[config.mk]
export PLATFORM = sky130hd
export DESIGN_NAME = idexe_pipe_reg_flat
export DESIGN_NICKNAME = d
export VERILOG_FILES = /design/src/rtl/idexe_pipe_reg_pkg.sv /design/src/rtl/idexe_pipe_reg_if.sv /design/src/rtl/idexe_pipe_reg_sat_counter16.sv /design/src/rtl/idexe_pipe_reg.sv /design/src/flat_wrapper.sv
export SDC_FILE = /design/constraint.sdc
export NUM_CORES = 1
export LEC_CHECK = 0
export ABC_AREA = 0
export ABC_CLOCK_PERIOD_IN_PS = 1700
export BUFFER_PORTS_ARGS = -buffer_cell sky130_fd_sc_hd__clkbuf_2
export CAP_MARGIN = 20
export CORE_MARGIN = 2
export CORE_UTILIZATION = 35
export DETAILED_ROUTE_END_ITERATION = 10
export GPL_TIMING_DRIVEN = 0
export PLACE_DENSITY = 0.73
export SETUP_SLACK_MARGIN = 0.2
export SYNTH_ARGS = -nofsm -noshare
export SYNTH_HDL_FRONTEND = slang
export SYNTH_HIERARCHICAL = 1
export SYNTH_SLANG_ARGS = --single-unit
[constraint.sdc]
create_clock -name clk -period 1.7 [get_ports clk]
set_input_delay 0.34 -clock clk [delete_from_list [all_inputs] [get_ports clk]]
set_output_delay 0.34 -clock clk [all_outputs]
set_load 0.01 [all_outputs]
[src/rtl/idexe_pipe_reg_pkg.sv]
// Shared pipeline definitions for the ID/EXE stage register.
// Holds the memory-op and ALU-op encodings and the control bundle that
// travels with each instruction. The bundle's NOP value is used on
// flush, bubble and reset.
package idexe_pipe_reg_pkg;

    // Memory-op encodings. MEM_NONE marks "no memory access".
    localparam logic [2:0] MEM_NONE = 3'b111;
    localparam logic [2:0] MEM_LD_B = 3'b000;
    localparam logic [2:0] MEM_LD_H = 3'b010;
    localparam logic [2:0] MEM_LD_W = 3'b011;

    localparam logic [3:0] ALU_NOP  = 4'b0000;

    // Control side of the stage register. Data fields live separately
    // because their width is a module parameter.
    typedef struct packed {
        logic       valid;
        logic       we;
        logic [2:0] mem_reg;
        logic [3:0] aluop;
        logic [4:0] dreg;
        logic [4:0] rega;
        logic [4:0] regb;
    } ctrl_t;

    localparam ctrl_t NOP_CTRL = '{
        valid:   1'b0,
        we:      1'b0,
        mem_reg: MEM_NONE,
        aluop:   ALU_NOP,
        dreg:    5'd0,
        rega:    5'd0,
        regb:    5'd0
    };

endpackage

[src/rtl/idexe_pipe_reg_if.sv]
// ID/EXE bus: decoded ID-stage fields and hazard controls in, registered
// EXE-stage copies, fetch write enables, perf counters and error flags out.
//   slave  : the pipeline register itself
//   master : the surrounding pipeline (or a testbench)
interface idexe_pipe_reg_if #(
    parameter int DW = 32
);
    // hazard / control inputs
    logic          _stall_en;   // active-low load-use stall
    logic          bubble;
    logic          flush;

    // ID-stage fields
    logic          id_valid;
    logic [DW-1:0] id_pc;
    logic [DW-1:0] id_a;
    logic [DW-1:0] id_b;
    logic [DW-1:0] id_imm;
    logic [4:0]    id_rega;
    logic [4:0]    id_regb;
    logic [4:0]    id_dreg;
    logic          id_we;
    logic [2:0]    id_mem_reg;
    logic [3:0]    id_aluop;

    // EXE-stage copies
    logic          exe_valid;
    logic [DW-1:0] exe_pc;
    logic [DW-1:0] exe_a;
    logic [DW-1:0] exe_b;
    logic [DW-1:0] exe_imm;
    logic [4:0]    exe_rega;
    logic [4:0]    exe_regb;
    logic [4:0]    exe_wb_dreg;
    logic          exe_wb_we;
    logic [2:0]    exe_mem_mem_reg;
    logic [3:0]    exe_aluop;

    // fetch enables, counters, flags
    logic          pc_we;
    logic          ifid_we;
    logic [15:0]   stall_cnt;
    logic [15:0]   bubble_cnt;
    logic          stall_err;
    logic          proto_err;

    modport slave (
        input  _stall_en, bubble, flush,
        input  id_valid, id_pc, id_a, id_b, id_imm,
        input  id_rega, id_regb, id_dreg, id_we, id_mem_reg, id_aluop,
        output exe_valid, exe_pc, exe_a, exe_b, exe_imm,
        output exe_rega, exe_regb, exe_wb_dreg, exe_wb_we,
        output exe_mem_mem_reg, exe_aluop,
        output pc_we, ifid_we, stall_cnt, bubble_cnt, stall_err, proto_err
    );

    modport master (
        output _stall_en, bubble, flush,
        output id_valid, id_pc, id_a, id_b, id_imm,
        output id_rega, id_regb, id_dreg, id_we, id_mem_reg, id_aluop,
        input  exe_valid, exe_pc, exe_a, exe_b, exe_imm,
        input  exe_rega, exe_regb, exe_wb_dreg, exe_wb_we,
        input  exe_mem_mem_reg, exe_aluop,
        input  pc_we, ifid_we, stall_cnt, bubble_cnt, stall_err, proto_err
    );

endinterface

[src/rtl/idexe_pipe_reg_sat_counter16.sv]
// sat_counter16: 16-bit up counter that sticks at 16'hFFFF.
//   clk, rst : clock, synchronous active-high clear
//   inc      : add one this edge (ignored once saturated)
//   cnt      : current count
module sat_counter16 (
    input  logic        clk,
    input  logic        rst,
    input  logic        inc,
    output logic [15:0] cnt
);

    always_ff @(posedge clk) begin
        if (rst)
            cnt <= 16'd0;
        else if (inc && (cnt != 16'hFFFF))
            cnt <= cnt + 16'd1;
    end

endmodule

[src/rtl/idexe_pipe_reg.sv]
// idexe_pipe_reg: ID/EXE pipeline register with hazard handling.
//   clk, rst : clock, synchronous active-high reset
//   bus      : idexe_pipe_reg_if.slave (ID fields and hazard controls in;
//              EXE copies, pc_we/ifid_we, counters and error flags out)
// Per edge: rst > flush > bubble > normal load. Flush and bubble both load
// a NOP. A watchdog flags stall runs longer than MAX_STALL and then freezes
// fetch until reset; proto_err flags cycles where bubble and the stall
// request disagree.
module idexe_pipe_reg
    import idexe_pipe_reg_pkg::*;
#(
    parameter int MAX_STALL = 2,
    parameter int DW        = 32
) (
    input  logic                  clk,
    input  logic                  rst,
    idexe_pipe_reg_if.slave       bus
);

    // Run counter saturates one past the limit; that is enough to tell
    // "over the limit" apart and keeps it from wrapping back to legal.
    localparam int              RUN_MAX = MAX_STALL + 1;
    localparam int              RUN_W   = $clog2(RUN_MAX + 1);
    localparam logic [RUN_W-1:0] RUN_TOP = RUN_W'(RUN_MAX);
    localparam logic [RUN_W-1:0] RUN_LIM = RUN_W'(MAX_STALL);

    ctrl_t         ctrl_q;
    ctrl_t         ctrl_d;
    logic [DW-1:0] pc_q, a_q, b_q, imm_q;

    logic [RUN_W-1:0] run_q;
    logic [RUN_W-1:0] run_d;
    logic             stall;
    logic             stall_err_q;
    logic             proto_err_q;
    logic [15:0]      stall_cnt_w;
    logic [15:0]      bubble_cnt_w;

    assign stall = ~bus._stall_en;

    // ---------------------------------------------------------------
    // Stage register
    // ---------------------------------------------------------------
    always_comb begin
        ctrl_d         = NOP_CTRL;
        ctrl_d.valid   = bus.id_valid;
        ctrl_d.we      = bus.id_we;
        ctrl_d.mem_reg = bus.id_mem_reg;
        ctrl_d.aluop   = bus.id_aluop;
        ctrl_d.dreg    = bus.id_dreg;
        ctrl_d.rega    = bus.id_rega;
        ctrl_d.regb    = bus.id_regb;
    end

    // Flush and bubble only look at themselves, never at _stall_en, so an
    // inconsistent bubble/_stall_en pair still resolves on bubble alone.
    always_ff @(posedge clk) begin
        if (rst || bus.flush || bus.bubble) begin
            ctrl_q <= NOP_CTRL;
            pc_q   <= '0;
            a_q    <= '0;
            b_q    <= '0;
            imm_q  <= '0;
        end else begin
            ctrl_q <= ctrl_d;
            pc_q   <= bus.id_pc;
            a_q    <= bus.id_a;
            b_q    <= bus.id_b;
            imm_q  <= bus.id_imm;
        end
    end

    assign bus.exe_valid       = ctrl_q.valid;
    assign bus.exe_wb_we       = ctrl_q.we;
    assign bus.exe_mem_mem_reg = ctrl_q.mem_reg;
    assign bus.exe_aluop       = ctrl_q.aluop;
    assign bus.exe_wb_dreg     = ctrl_q.dreg;
    assign bus.exe_rega        = ctrl_q.rega;
    assign bus.exe_regb        = ctrl_q.regb;
    assign bus.exe_pc          = pc_q;
    assign bus.exe_a           = a_q;
    assign bus.exe_b           = b_q;
    assign bus.exe_imm         = imm_q;

    // ---------------------------------------------------------------
    // Stall watchdog and protocol check
    // ---------------------------------------------------------------
    always_comb begin
        run_d = run_q;
        if (!stall)
            run_d = '0;
        else if (run_q != RUN_TOP)
            run_d = run_q + 1'b1;
    end

    always_ff @(posedge clk) begin
        if (rst) begin
            run_q       <= '0;
            stall_err_q <= 1'b0;
            proto_err_q <= 1'b0;
        end else begin
            run_q <= run_d;
            // this edge makes the run MAX_STALL+1 long
            if (stall && (run_q >= RUN_LIM))
                stall_err_q <= 1'b1;
            // bubble must be the inverse of _stall_en
            if (bus.bubble == bus._stall_en)
                proto_err_q <= 1'b1;
        end
    end

    // Flush deliberately does not gate fetch; only a stall or a tripped
    // watchdog does.
    assign bus.pc_we     = bus._stall_en & ~stall_err_q;
    assign bus.ifid_we   = bus._stall_en & ~stall_err_q;
    assign bus.stall_err = stall_err_q;
    assign bus.proto_err = proto_err_q;

    // ---------------------------------------------------------------
    // Performance counters
    // ---------------------------------------------------------------
    sat_counter16 u_stall_cnt (
        .clk (clk),
        .rst (rst),
        .inc (stall),
        .cnt (stall_cnt_w)
    );

    sat_counter16 u_bubble_cnt (
        .clk (clk),
        .rst (rst),
        .inc (bus.bubble & ~bus.flush),
        .cnt (bubble_cnt_w)
    );

    assign bus.stall_cnt  = stall_cnt_w;
    assign bus.bubble_cnt = bubble_cnt_w;

endmodule

[src/flat_wrapper.sv]
// flat-port wrapper written by rule: the top's interface ports become plain ports
module idexe_pipe_reg_flat import idexe_pipe_reg_pkg::*;
#(
    parameter int MAX_STALL = 2,
    parameter int DW        = 32
)
  (clk, rst, bus__stall_en, bus_bubble, bus_flush, bus_id_valid, bus_id_pc, bus_id_a, bus_id_b, bus_id_imm, bus_id_rega, bus_id_regb, bus_id_dreg, bus_id_we, bus_id_mem_reg, bus_id_aluop, bus_exe_valid, bus_exe_pc, bus_exe_a, bus_exe_b, bus_exe_imm, bus_exe_rega, bus_exe_regb, bus_exe_wb_dreg, bus_exe_wb_we, bus_exe_mem_mem_reg, bus_exe_aluop, bus_pc_we, bus_ifid_we, bus_stall_cnt, bus_bubble_cnt, bus_stall_err, bus_proto_err);
  idexe_pipe_reg_if #(.DW(DW)) bus_i ();
  input  logic clk;
  input  logic rst;
  input wire logic [$bits(bus_i._stall_en)-1:0] bus__stall_en;
  input wire logic [$bits(bus_i.bubble)-1:0] bus_bubble;
  input wire logic [$bits(bus_i.flush)-1:0] bus_flush;
  input wire logic [$bits(bus_i.id_valid)-1:0] bus_id_valid;
  input wire logic [$bits(bus_i.id_pc)-1:0] bus_id_pc;
  input wire logic [$bits(bus_i.id_a)-1:0] bus_id_a;
  input wire logic [$bits(bus_i.id_b)-1:0] bus_id_b;
  input wire logic [$bits(bus_i.id_imm)-1:0] bus_id_imm;
  input wire logic [$bits(bus_i.id_rega)-1:0] bus_id_rega;
  input wire logic [$bits(bus_i.id_regb)-1:0] bus_id_regb;
  input wire logic [$bits(bus_i.id_dreg)-1:0] bus_id_dreg;
  input wire logic [$bits(bus_i.id_we)-1:0] bus_id_we;
  input wire logic [$bits(bus_i.id_mem_reg)-1:0] bus_id_mem_reg;
  input wire logic [$bits(bus_i.id_aluop)-1:0] bus_id_aluop;
  output wire logic [$bits(bus_i.exe_valid)-1:0] bus_exe_valid;
  output wire logic [$bits(bus_i.exe_pc)-1:0] bus_exe_pc;
  output wire logic [$bits(bus_i.exe_a)-1:0] bus_exe_a;
  output wire logic [$bits(bus_i.exe_b)-1:0] bus_exe_b;
  output wire logic [$bits(bus_i.exe_imm)-1:0] bus_exe_imm;
  output wire logic [$bits(bus_i.exe_rega)-1:0] bus_exe_rega;
  output wire logic [$bits(bus_i.exe_regb)-1:0] bus_exe_regb;
  output wire logic [$bits(bus_i.exe_wb_dreg)-1:0] bus_exe_wb_dreg;
  output wire logic [$bits(bus_i.exe_wb_we)-1:0] bus_exe_wb_we;
  output wire logic [$bits(bus_i.exe_mem_mem_reg)-1:0] bus_exe_mem_mem_reg;
  output wire logic [$bits(bus_i.exe_aluop)-1:0] bus_exe_aluop;
  output wire logic [$bits(bus_i.pc_we)-1:0] bus_pc_we;
  output wire logic [$bits(bus_i.ifid_we)-1:0] bus_ifid_we;
  output wire logic [$bits(bus_i.stall_cnt)-1:0] bus_stall_cnt;
  output wire logic [$bits(bus_i.bubble_cnt)-1:0] bus_bubble_cnt;
  output wire logic [$bits(bus_i.stall_err)-1:0] bus_stall_err;
  output wire logic [$bits(bus_i.proto_err)-1:0] bus_proto_err;
  assign bus_i._stall_en = bus__stall_en;
  assign bus_i.bubble = bus_bubble;
  assign bus_i.flush = bus_flush;
  assign bus_i.id_valid = bus_id_valid;
  assign bus_i.id_pc = bus_id_pc;
  assign bus_i.id_a = bus_id_a;
  assign bus_i.id_b = bus_id_b;
  assign bus_i.id_imm = bus_id_imm;
  assign bus_i.id_rega = bus_id_rega;
  assign bus_i.id_regb = bus_id_regb;
  assign bus_i.id_dreg = bus_id_dreg;
  assign bus_i.id_we = bus_id_we;
  assign bus_i.id_mem_reg = bus_id_mem_reg;
  assign bus_i.id_aluop = bus_id_aluop;
  assign bus_exe_valid = bus_i.exe_valid;
  assign bus_exe_pc = bus_i.exe_pc;
  assign bus_exe_a = bus_i.exe_a;
  assign bus_exe_b = bus_i.exe_b;
  assign bus_exe_imm = bus_i.exe_imm;
  assign bus_exe_rega = bus_i.exe_rega;
  assign bus_exe_regb = bus_i.exe_regb;
  assign bus_exe_wb_dreg = bus_i.exe_wb_dreg;
  assign bus_exe_wb_we = bus_i.exe_wb_we;
  assign bus_exe_mem_mem_reg = bus_i.exe_mem_mem_reg;
  assign bus_exe_aluop = bus_i.exe_aluop;
  assign bus_pc_we = bus_i.pc_we;
  assign bus_ifid_we = bus_i.ifid_we;
  assign bus_stall_cnt = bus_i.stall_cnt;
  assign bus_bubble_cnt = bus_i.bubble_cnt;
  assign bus_stall_err = bus_i.stall_err;
  assign bus_proto_err = bus_i.proto_err;
  idexe_pipe_reg #(.MAX_STALL(MAX_STALL), .DW(DW)) u_core (.clk(clk), .rst(rst), .bus(bus_i));
endmodule
==> impl_metrics.env <==
export IMPL_status="complete, no violations"
export IMPL_grt_max_degree=18
export IMPL_overflow=0
export IMPL_ant_nets=0
export IMPL_drtIter0Drc=169
export IMPL_critical_path_arrival_ns=1.95
export IMPL_clkLatencyLatePin_ns=0.41
export IMPL_die_area_um2=18300
export IMPL_synth_nets=702
export IMPL_die_h_um=135
export IMPL_whs_path_depth=2
export IMPL_fin_area_um2=9320
export IMPL_path_delay_family="simple AND/OR/NAND/NOR gates"
export IMPL_crit_path_start_kind="register"
export IMPL_std_cell_rows=47
export IMPL_netlist_cell_type_count=40
export IMPL_antenna_found_initial=2
export IMPL_post_place_ws_ns=-0.200
export IMPL_setup_viol=0
export IMPL_cts_buffer_depth=2
export IMPL_critPathMaxStageDelay_ns=0.40
export IMPL_first_global_vias=5397
export IMPL_drv_cap=0
export IMPL_min_path_type="in2reg"
export IMPL_postCtsHoldBufs=0
export IMPL_setup_ws_ns=0.0317
export IMPL_cts_tree="built"
export IMPL_yosysTopAreaCellShare=0.624
export IMPL_htreeDepth=4
export IMPL_crit_fanout=7
export IMPL_drc_errors=0
export IMPL_nets=1108
export IMPL_placed_area_um2=8120
export IMPL_ys_warn_count=6
export IMPL_cts_buffers=17
export IMPL_wl_um=19200
export IMPL_track_usage=0.202
export IMPL_final_util=0.558
export IMPL_worstSetupPathType="reg2reg"
export IMPL_maxSlewHeadroom=0.544
export IMPL_max_freq_ghz=0.599
export IMPL_critPathMostFrequentCell="buf_6"
export IMPL_cts_root_buf="clkbuf_16"
export IMPL_synthCells=541
export IMPL_drive_above_1_share=0.521
export IMPL_ir_worst_vdd_mv=0.635
export IMPL_syn_avg_cell_area_um2=11.1
export IMPL_syn_area_um2=6030
export IMPL_path_cells="nand4_1, nor4_4, buf_4, buf_6, buf_6, nand3b_1, a21oi_1"
export IMPL_grt_pass1_wl_um=28200
export IMPL_core_area_um2=16700
export IMPL_worst_slew_pin_transition_ns=0.684
export IMPL_p_per_area_nw_per_um2=961
export IMPL_wire_per_inst_um=16.2
export IMPL_synth_commonest_cells="dfxtp_1, and2_1, a21oi_1"
export IMPL_firstDrtPassIters=4
export IMPL_fin_hold_ws_ns=0.0860
export IMPL_synth_most_common_cell="dfxtp_1"
export IMPL_async_flop_share=0
export IMPL_finalHoldViolCount=0
export IMPL_timing_final_crit_share=0.981
export IMPL_synth_sequential_area_ratio=0.624
export IMPL_synthFlopType="dfxtp_1"
export IMPL_finClkSkew_ns=0.0134
export IMPL_netlist_top_cells_area="dfxtp_1, and2_1, a21oi_1"
export IMPL_synth_seq_cells=188
export IMPL_die_w_um=135
export IMPL_p_leak_nw=4.46
export IMPL_io_buffers=344
export IMPL_crit_cells=7
export IMPL_crit_slowest_cell="dfxtp_4"
export IMPL_post_route_min_period_ns=1.67
export IMPL_maxSlewViolCount=0
export IMPL_ioPinCount=345
export IMPL_area_growth_pct=54.6
export IMPL_vias_per_cell=4.53
export IMPL_end_kind="register"
export IMPL_gp_congestion=0.806
export IMPL_initial_core_util=0.361
export IMPL_rsz0062_at_grt="yes"
export IMPL_dp_hpwl_um=13800
export IMPL_route_vias_total=5350
export IMPL_clk_pin_slew_worst_paths_ns=0.07
export IMPL_rr_worst_depth=7
export IMPL_yosysTopAreaCell="dfxtp_1"
export IMPL_required_ns=1.98
export IMPL_synth_edff_count=0
export IMPL_finalPower_w=0.00896
export IMPL_clkSinkCount=188
export IMPL_critPathBufInv=3
[cells by family (layout without fill, tap and decap cells)]
logic type      after synthesis  in the layout  synth area share
compound gates               50             50            0.0506
xor+xnor                      6              6           0.00872
fa+ha+maj                     4              4           0.00830
buf+inv                      35            453            0.0340
flops                       188            188             0.624
mux                           4              4           0.00706
other cells                   0              3                 0
simple gates                254            254             0.267
[cell type report]
class	count	area, µm²
Timing Repair Buffer	387	2080
Fill cell	1468	7380
Buffer	25	201
Tap cell	220	275
Clock inverter	11	125
Sequential cell	188	3880
Antenna cell	3	7.51
Inverter	10	37.5
Clock buffer	20	457
Multi-Input combinational cell	318	2270
[worst paths after layout]
kind / endpoint / startpoint / slack, ns
worst min register to register: u_core/bus.proto_err$_SDFFE_PP0N_ / u_core/bus.proto_err$_SDFFE_PP0N_ / 0.45
worst max register to register: u_core/u_bubble_cnt/cnt[1]$_SDFFE_PP0P_ / u_core/u_bubble_cnt/cnt[13]$_SDFFE_PP0P_ / 0.03
worst min-delay path: u_core/bus.exe_mem_mem_reg[0]$_SDFF_PP1_ / bus_id_mem_reg[0] / 0.09
worst max-delay path: u_core/u_bubble_cnt/cnt[1]$_SDFFE_PP0P_ / u_core/u_bubble_cnt/cnt[13]$_SDFFE_PP0P_ / 0.03
[layer usage]
layer | track usage | vias to the layer above | part of all wire
li1 | - | 2612 | -
met1 | 0.225 | 2469 | 0.38
met2 | 0.348 | 228 | 0.51
met3 | 0.0696 | 41 | 0.075
met4 | 0.0914 | 0 | 0.029
met5 | 0 | - | 0
[what timing repair did]
action	CTS	global route
gates resized for setup	51	24
buffers inserted	33	7
cloned	3	0
endpoints found under the setup margin	25	28
pin swaps	29	10
[through the flow]
stage               setup TNS (ns)  cells
floorplan                        0    541
global placement             -2.55   1105
detailed placement           -2.76   1105
CTS                              0   1172
global route                -0.153   1180
finish                           0   1182
[power breakdown]
part | switching (W) | internal, W
sequential | 0.0000383 | 0.00447
combinational | 0.000251 | 0.000288
clock | 0.00178 | 0.00214
total | 0.00207 | 0.00689
[layout by cell type, fill, tap and decap left out, drive strengths merged, types with 3 or more instances in the layout]
master    n
clkbuf  375
dfxtp   188
and2    149
buf      57
a21oi    22
nand2    15
inv      15
or4      14
nor2     13
o31ai    12
nand3    12
nor3     10
nand4     8
o21ai     8
and4      6
or3       6
nor4      6
nor2b     5
xnor2     4
ha        4
diode     3
nand2b    3
clkinv    3
Power figures use the tool's default switching activity.
